--- src/rtl/me_pkg.sv ---
// Shared types and helpers for the motion-estimation SAD datapath.
package me_pkg;

  localparam int DEFAULT_DATA_W = 8;
  localparam int DEFAULT_ACC_W  = 16;

  // Control tuple that travels down the row alongside the reference pixel.
  typedef struct packed {
    logic valid;
    logic new_dist;
    logic last_pix;
  } pe_tag_t;

  // Unsigned add clamped to (2^width - 1). Works on up to 32-bit operands.
  // Returns {clamped, value}; only the low `width` bits of value are significant.
  function automatic logic [32:0] sat_add(input logic [31:0] a,
                                          input logic [31:0] b,
                                          input int unsigned width);
    logic [32:0] sum;
    logic [32:0] lim;
    sum = {1'b0, a} + {1'b0, b};
    lim = (33'd1 << width) - 33'd1;
    if (sum > lim) sat_add = {1'b1, lim[31:0]};
    else           sat_add = {1'b0, sum[31:0]};
  endfunction

endpackage

--- src/rtl/sad_pe_row_if.sv ---
// Beat and result bundle for a row of SAD processing elements.
// Handshake: in_valid qualifies r_in, new_dist and last_pix on the cycle it is
// high; there is no backpressure, the row accepts a beat every cycle. The
// results side has no ready either: dist_valid is a one-cycle strobe that the
// consumer must take when it appears.
interface sad_pe_row_if #(
  parameter int DATA_W = 8,
  parameter int ACC_W  = 16,
  parameter int NUM_PE = 4
);
  logic [DATA_W-1:0]       r_in;
  logic [DATA_W-1:0]       s1;
  logic [DATA_W-1:0]       s2;
  logic [NUM_PE-1:0]       s2_sel;
  logic                    in_valid;
  logic                    new_dist;
  logic                    last_pix;
  logic [NUM_PE*ACC_W-1:0] acc;
  logic [NUM_PE-1:0]       dist_valid;
  logic [NUM_PE-1:0]       sat;
  logic [DATA_W-1:0]       r_out;

  modport master (
    output r_in, s1, s2, s2_sel, in_valid, new_dist, last_pix,
    input  acc, dist_valid, sat, r_out
  );

  modport slave (
    input  r_in, s1, s2, s2_sel, in_valid, new_dist, last_pix,
    output acc, dist_valid, sat, r_out
  );
endinterface

--- src/rtl/sad_pe.sv ---
// One SAD lane: absolute difference stage, saturating accumulate stage, and
// the chain register that forwards R and its tags to the next lane.
module sad_pe
  import me_pkg::*;
#(
  parameter int DATA_W = DEFAULT_DATA_W,
  parameter int ACC_W  = DEFAULT_ACC_W   // DATA_W <= ACC_W <= 32
) (
  input  logic              clock,
  input  logic              reset_n,
  input  logic [DATA_W-1:0] r_in,
  input  pe_tag_t           tag_in,
  input  logic [DATA_W-1:0] s1,
  input  logic [DATA_W-1:0] s2,
  input  logic              s2_sel,
  output logic [DATA_W-1:0] r_chain,
  output pe_tag_t           tag_chain,
  output logic [ACC_W-1:0]  acc,
  output logic              dist_valid,
  output logic              sat
);

  logic [DATA_W-1:0] s_pick;
  logic [DATA_W-1:0] ad_d;
  logic [DATA_W-1:0] ad_q;
  pe_tag_t           tag_q;
  logic              open_q;   // a new_dist has been seen and its last_pix has not
  logic [32:0]       sum_w;
  logic              clamp;
  logic              unused_sum;

  // Absolute difference of the lane's R against the selected broadcast S.
  always_comb begin
    s_pick = s2_sel ? s2 : s1;
    ad_d   = (r_in >= s_pick) ? (r_in - s_pick) : (s_pick - r_in);
  end

  assign sum_w      = sat_add(32'(acc), 32'(ad_q), ACC_W);
  assign clamp      = sum_w[32];
  assign unused_sum = ^sum_w;

  // Stage 1: capture ad on valid beats; invalid beats become tag-free bubbles.
  always_ff @(posedge clock or negedge reset_n) begin
    if (!reset_n) begin
      ad_q  <= '0;
      tag_q <= '0;
    end else begin
      tag_q <= tag_in.valid ? tag_in : '0;
      if (tag_in.valid) ad_q <= ad_d;
    end
  end

  // Stage 2: restart or saturating-accumulate; strobe only for a distance
  // whose new_dist was actually seen, so a reset mid-distance yields no strobe.
  always_ff @(posedge clock or negedge reset_n) begin
    if (!reset_n) begin
      acc        <= '0;
      sat        <= 1'b0;
      dist_valid <= 1'b0;
      open_q     <= 1'b0;
    end else begin
      dist_valid <= tag_q.valid & tag_q.last_pix & (tag_q.new_dist | open_q);
      if (tag_q.valid) begin
        if (tag_q.new_dist) begin
          acc <= ACC_W'(ad_q);
          sat <= 1'b0;
        end else begin
          acc <= sum_w[ACC_W-1:0];
          if (clamp) sat <= 1'b1;
        end
        open_q <= (tag_q.new_dist | open_q) & ~tag_q.last_pix;
      end
    end
  end

  // Chain register: forward R and the raw tuple one lane down every cycle.
  always_ff @(posedge clock or negedge reset_n) begin
    if (!reset_n) begin
      r_chain   <= '0;
      tag_chain <= '0;
    end else begin
      r_chain   <= r_in;
      tag_chain <= tag_in;
    end
  end

endmodule

--- src/rtl/sad_pe_row.sv ---
// Row of NUM_PE SAD lanes. R and its tags ripple one lane per cycle; S1/S2
// are broadcast undelayed, so lane i compares R from i cycles ago with
// today's search pixels.
module sad_pe_row
  import me_pkg::*;
#(
  parameter int DATA_W = DEFAULT_DATA_W,
  parameter int ACC_W  = DEFAULT_ACC_W,
  parameter int NUM_PE = 4
) (
  input logic          clock,
  input logic          reset_n,
  sad_pe_row_if.slave  bus
);

  logic [DATA_W-1:0] r_ch   [NUM_PE];
  pe_tag_t           tag_ch [NUM_PE];
  pe_tag_t           tag_head;
  logic              unused_tail;

  assign tag_head    = {bus.in_valid, bus.new_dist, bus.last_pix};
  assign bus.r_out   = r_ch[NUM_PE-1];
  assign unused_tail = ^tag_ch[NUM_PE-1];

  for (genvar i = 0; i < NUM_PE; i++) begin : g_lane
    logic [DATA_W-1:0] r_lane;
    pe_tag_t           tag_lane;
    logic [ACC_W-1:0]  acc_l;
    logic              dv_l;
    logic              sat_l;

    if (i == 0) begin : g_head
      assign r_lane   = bus.r_in;
      assign tag_lane = tag_head;
    end else begin : g_body
      assign r_lane   = r_ch[i-1];
      assign tag_lane = tag_ch[i-1];
    end

    sad_pe #(
      .DATA_W (DATA_W),
      .ACC_W  (ACC_W)
    ) u_pe (
      .clock      (clock),
      .reset_n    (reset_n),
      .r_in       (r_lane),
      .tag_in     (tag_lane),
      .s1         (bus.s1),
      .s2         (bus.s2),
      .s2_sel     (bus.s2_sel[i]),
      .r_chain    (r_ch[i]),
      .tag_chain  (tag_ch[i]),
      .acc        (acc_l),
      .dist_valid (dv_l),
      .sat        (sat_l)
    );

    assign bus.acc[i*ACC_W +: ACC_W] = acc_l;
    assign bus.dist_valid[i]         = dv_l;
    assign bus.sat[i]                = sat_l;
  end

endmodule

--- src/flat_wrapper.sv ---
// flat-port wrapper written by rule: the top's interface ports become plain ports
module sad_pe_row_flat import me_pkg::*;
#(
  parameter int DATA_W = DEFAULT_DATA_W,
  parameter int ACC_W  = DEFAULT_ACC_W,
  parameter int NUM_PE = 4
)
  (clock, reset_n, bus_r_in, bus_s1, bus_s2, bus_s2_sel, bus_in_valid, bus_new_dist, bus_last_pix, bus_acc, bus_dist_valid, bus_sat, bus_r_out);
  sad_pe_row_if #(.DATA_W(DATA_W), .ACC_W(ACC_W), .NUM_PE(NUM_PE)) bus_i ();
  input logic clock;
  input logic reset_n;
  input wire logic [$bits(bus_i.r_in)-1:0] bus_r_in;
  input wire logic [$bits(bus_i.s1)-1:0] bus_s1;
  input wire logic [$bits(bus_i.s2)-1:0] bus_s2;
  input wire logic [$bits(bus_i.s2_sel)-1:0] bus_s2_sel;
  input wire logic [$bits(bus_i.in_valid)-1:0] bus_in_valid;
  input wire logic [$bits(bus_i.new_dist)-1:0] bus_new_dist;
  input wire logic [$bits(bus_i.last_pix)-1:0] bus_last_pix;
  output wire logic [$bits(bus_i.acc)-1:0] bus_acc;
  output wire logic [$bits(bus_i.dist_valid)-1:0] bus_dist_valid;
  output wire logic [$bits(bus_i.sat)-1:0] bus_sat;
  output wire logic [$bits(bus_i.r_out)-1:0] bus_r_out;
  assign bus_i.r_in = bus_r_in;
  assign bus_i.s1 = bus_s1;
  assign bus_i.s2 = bus_s2;
  assign bus_i.s2_sel = bus_s2_sel;
  assign bus_i.in_valid = bus_in_valid;
  assign bus_i.new_dist = bus_new_dist;
  assign bus_i.last_pix = bus_last_pix;
  assign bus_acc = bus_i.acc;
  assign bus_dist_valid = bus_i.dist_valid;
  assign bus_sat = bus_i.sat;
  assign bus_r_out = bus_i.r_out;
  sad_pe_row #(.DATA_W(DATA_W), .ACC_W(ACC_W), .NUM_PE(NUM_PE)) u_core (.clock(clock), .reset_n(reset_n), .bus(bus_i));
endmodule
--- config.mk ---
export PLATFORM = sky130hd
export DESIGN_NAME = sad_pe_row_flat
export DESIGN_NICKNAME = d
export VERILOG_FILES = /design/src/rtl/me_pkg.sv /design/src/rtl/sad_pe_row_if.sv /design/src/rtl/sad_pe.sv /design/src/rtl/sad_pe_row.sv /design/src/flat_wrapper.sv
export SDC_FILE = /design/constraint.sdc
export NUM_CORES = 1
export LEC_CHECK = 0
export CAP_MARGIN = 30
export CORE_MARGIN = 10
export CORE_UTILIZATION = 40
export DETAILED_ROUTE_END_ITERATION = 6
export PLACE_DENSITY_LB_ADDON = 0.05
export SLEW_MARGIN = 20
export SYNTH_ARGS = -nofsm -noshare
export SYNTH_HDL_FRONTEND = slang
export SYNTH_SLANG_ARGS = --single-unit
--- constraint.sdc ---
create_clock -name clock -period 3.21 [get_ports clock]
set_clock_uncertainty 0.05 [all_clocks]
set_input_delay 0.642 -clock clock [delete_from_list [all_inputs] [get_ports clock]]
set_output_delay 0.642 -clock clock [all_outputs]
set_load 0.05 [all_outputs]
==> out/qor.txt <==
Post-route worst setup slack: 0.0815 ns
Most frequent cells in the layout: buf_4 (159), dfrtp_1 (158), inv_1 (115)
Largest net degree at the start of global routing: 62
Final setup viols: 0
Synth top area cells: dfrtp_1 (38%), ha_1 (11%), mux2i_1 (4.7%)
Crit path top cell by count: buf_4
CP endpoint kind: flop
Global route total overflow: 0
All-Layer GR Usage: 16.3%
Asr flop ratio synth: 100%
Vias: 8772
# rows: 58
Mean Syn Cell Area: 9.45 µm²
Per-cell routed wire length: 16.1 µm
Worst-path fanout max: 4
Share of cells above drive strength 1: 20.6%
Num CTS Buffers: 17
Worst-path clk slew: 0.07 ns
Hold WS: 0.136 ns
Die Wd: 181 µm
Synth Warn #: 0
Core box area: 0.0253 mm²
Die height: 181 µm
Post-Syn Instances: 1097
Clock power frac: 20.2%
Post-route clock period utilization: 97.5%
Tightest Pin Transition: 0.683 ns
Die area: 0.0328 mm²
Worst vdd ir: 0.595 mV
Switching share of power: 42.5%
CP Cell Sequence: clkdlybuf4s50_1 -> buf_4 -> mux2i_1 -> inv_1 -> ha_1 -> o21a_1 -> o211ai_1 -> buf_4 -> nand4_1 -> nand3_1 -> a211o_1 -> xor2_1 -> mux2_2
Area Overhead vs Synth: 34.3%
Unique masters post-synth: 75
First-pass GRT wire length: 45000 µm
Seq pwr share: 28.0%
Worst slack, placed: -0.812 ns
Syn_nets: 1234
Req. time, crit path: 3.46 ns
Clk root buf: clkbuf_16
CP max stage cell: clkdlybuf4s50_1
P_sw: 4350 µW
CP arrival: 3.38 ns
CP Launch Type: primary input
Clock Tree Buf Depth: 2
Yosys top cell by area: dfrtp_1
GP Congestion: 0.856
First-pass detailed-route iteration total: 5
Post-Syn Area: 0.0104 mm²
Ys flop type: dfrtp_1
Relative slew slack: 53.3%
Hold Fails Final Rpt: 0
Number of flops mapped to enable cells by yosys: 0
Status: finished, final reports clean
DR vias/cell: 5.19
GR Util met3: 3.70%
ANT cells: 0
Initial antenna violation count: 0
Final WL: 27200 µm
Vias in the first global route: 8890
Most Crowded Layer GR: met2
CTS tree: done
Clock Latency Late Sink: 0.43 ns
CP peak stage delay: 0.46 ns
Power share of the combinational group: 51.8%
Cell-internal power: 5870 µW
Final Max Slew Viols: 0
Max_cap viols: 0
Most common cell after layout, fill and taps aside: buf_4
Sequential share of the synthesized area: 38.1%
Layout Nets: 1483
Starting Density: 40.9%
Depth of the CTS H-tree: 4
Met2 usage: 28.0%
Leakage power: 0.00657 µW
Synthesized flop and latch total: 158
DP Cell Count: 1645
Setup Crit Path Kind: primary input to flop
Pwr/cell area: 734 mW/mm²
Buffers on Ports: 112
CP bufs+invs: 4
ANT nets after route: 0
Hold Path Class: primary input to async pin
HPWL Detailed: 21000 µm
GRT met1 Usage: 20.4%
DRC viols: 0
Hold_buf cts: 0
Starting DRT DRC Count: 441
Post-layout min period: 3.13 ns
Max frequency: 0.320 GHz
IO Pins: 113
Finished Layout Cells: 1689
Crit path max-delay family: buffers and inverters
Synth top area share: 38.1%
Clk sinks: 158
## final cells by class
cell class / instances / area [µm²]
multi-input combinational: 773 / 6110
tap: 330 / 413
inverter: 120 / 450
timing repair buffer: 276 / 2390
clock buffer: 18 / 439
clock inverter: 14 / 156
fill: 2244 / 11400
sequential: 158 / 3950
## through the flow
stage / TNS, ns / area, µm² / total power (µW) / util (%)
2_1_floorplan: -0.129 / 10500 / 6460 / -
3_3_place_gp: -12.10 / 13000 / 8050 / 51.4
5_1_grt: -0.0179 / 13900 / 11000 / 55.0
6_report: 0 / 13900 / 10200 / 55.0
4_1_cts: 0 / 13700 / 10300 / 54.2
3_5_place_dp: -13.37 / 13000 / 8100 / 51.4
## flip-flops by register name (all words and copies together), names as in the netlist
signal,flops
u_core.g_lane.u_pe.sat,4
u_core.g_lane.u_pe.acc,64
u_core.g_lane.u_pe.tag_q,9
u_core.g_lane.u_pe.dist_valid,4
u_core.g_lane.u_pe.r_chain,32
u_core.g_lane.u_pe.ad_q,32
u_core.g_lane.u_pe.open_q,4
u_core.g_lane.u_pe.tag_chain,9
## power by group through the flow
stage                     logic [µW]  clock network (µW)  registers, µW
after floorplan                 2750                   0           3700
after global placement          5160                   0           2890
after detailed placement        5210                   0           2890
after CTS                       5280                2130           2860
after global routing            5820                2210           2930
final                           5300                2060           2860
## synthesized netlist by cell type (all sizes together) (8+ instances only)
master and number:
and2 24, buf 13, o21ai 75, a211oi 14
and3 21, nand4 8, o22ai 22, dfrtp 158
a31oi 18, nor2 48, nand3 23, o21a 11
nand2 50, xnor2 32, mux2i 49, inv 118
mux2 13, o211ai 10, fa 12, a21oi 73
nor3 39, clkbuf 33, o2bb2ai 13, a21o 14
nor2b 16, ha 92
## logic make-up after synthesis
group	synth area share, %
AO/OA/AOI/OAI	19.4
AND/OR/NAND/NOR	13.4
buffers and inverters	6.37
flip-flops	38.1
adder cells (fa/ha/maj)	13.4
multiplexers	6.22
XOR/XNOR	3.13
## path summary, 6_finish.rpt
check / start / endpoint / slack (ns) / depth (start not counted)
worst max-delay path: bus_s2[6] / u_core.g_lane[1].u_pe.ad_q[5]$_DFFE_PN0P_ / 0.08 / 13
worst min register to register: u_core.g_lane[0].u_pe.tag_chain[1]$_DFF_PN0_ / u_core.g_lane[1].u_pe.tag_chain[1]$_DFF_PN0_ / 0.32 / 0
max in group asynchronous: reset_n / u_core.g_lane[0].u_pe.r_chain[7]$_DFF_PN0_ / 2.24 / 2
worst max register to register: u_core.g_lane[3].u_pe.acc[0]$_DFFE_PN0P_ / u_core.g_lane[3].u_pe.acc[9]$_DFFE_PN0P_ / 0.34 / 11
worst min-delay path: reset_n / u_core.g_lane[3].u_pe.acc[10]$_DFFE_PN0P_ / 0.14 / 1
min in group clock: u_core.g_lane[0].u_pe.tag_chain[1]$_DFF_PN0_ / u_core.g_lane[1].u_pe.tag_chain[1]$_DFF_PN0_ / 0.32 / 0
## timing repair
action / in CTS / in global routing
gates resized for setup: 37 / 48
setup endpoints to repair: 16 / 16
pin swaps: 15 / 21
setup buffers: 6 / 6
## metal layers
| layer | up-vias | share of wire [%] |
|---|---|---|
| li1 | 4405 | - |
| met1 | 4189 | 45 |
| met2 | 159 | 49 |
| met3 | 19 | 4.2 |
| met4 | 0 | 1.4 |
| met5 | - | 0 |
Note: power is estimated with default switching activity, not from simulation.
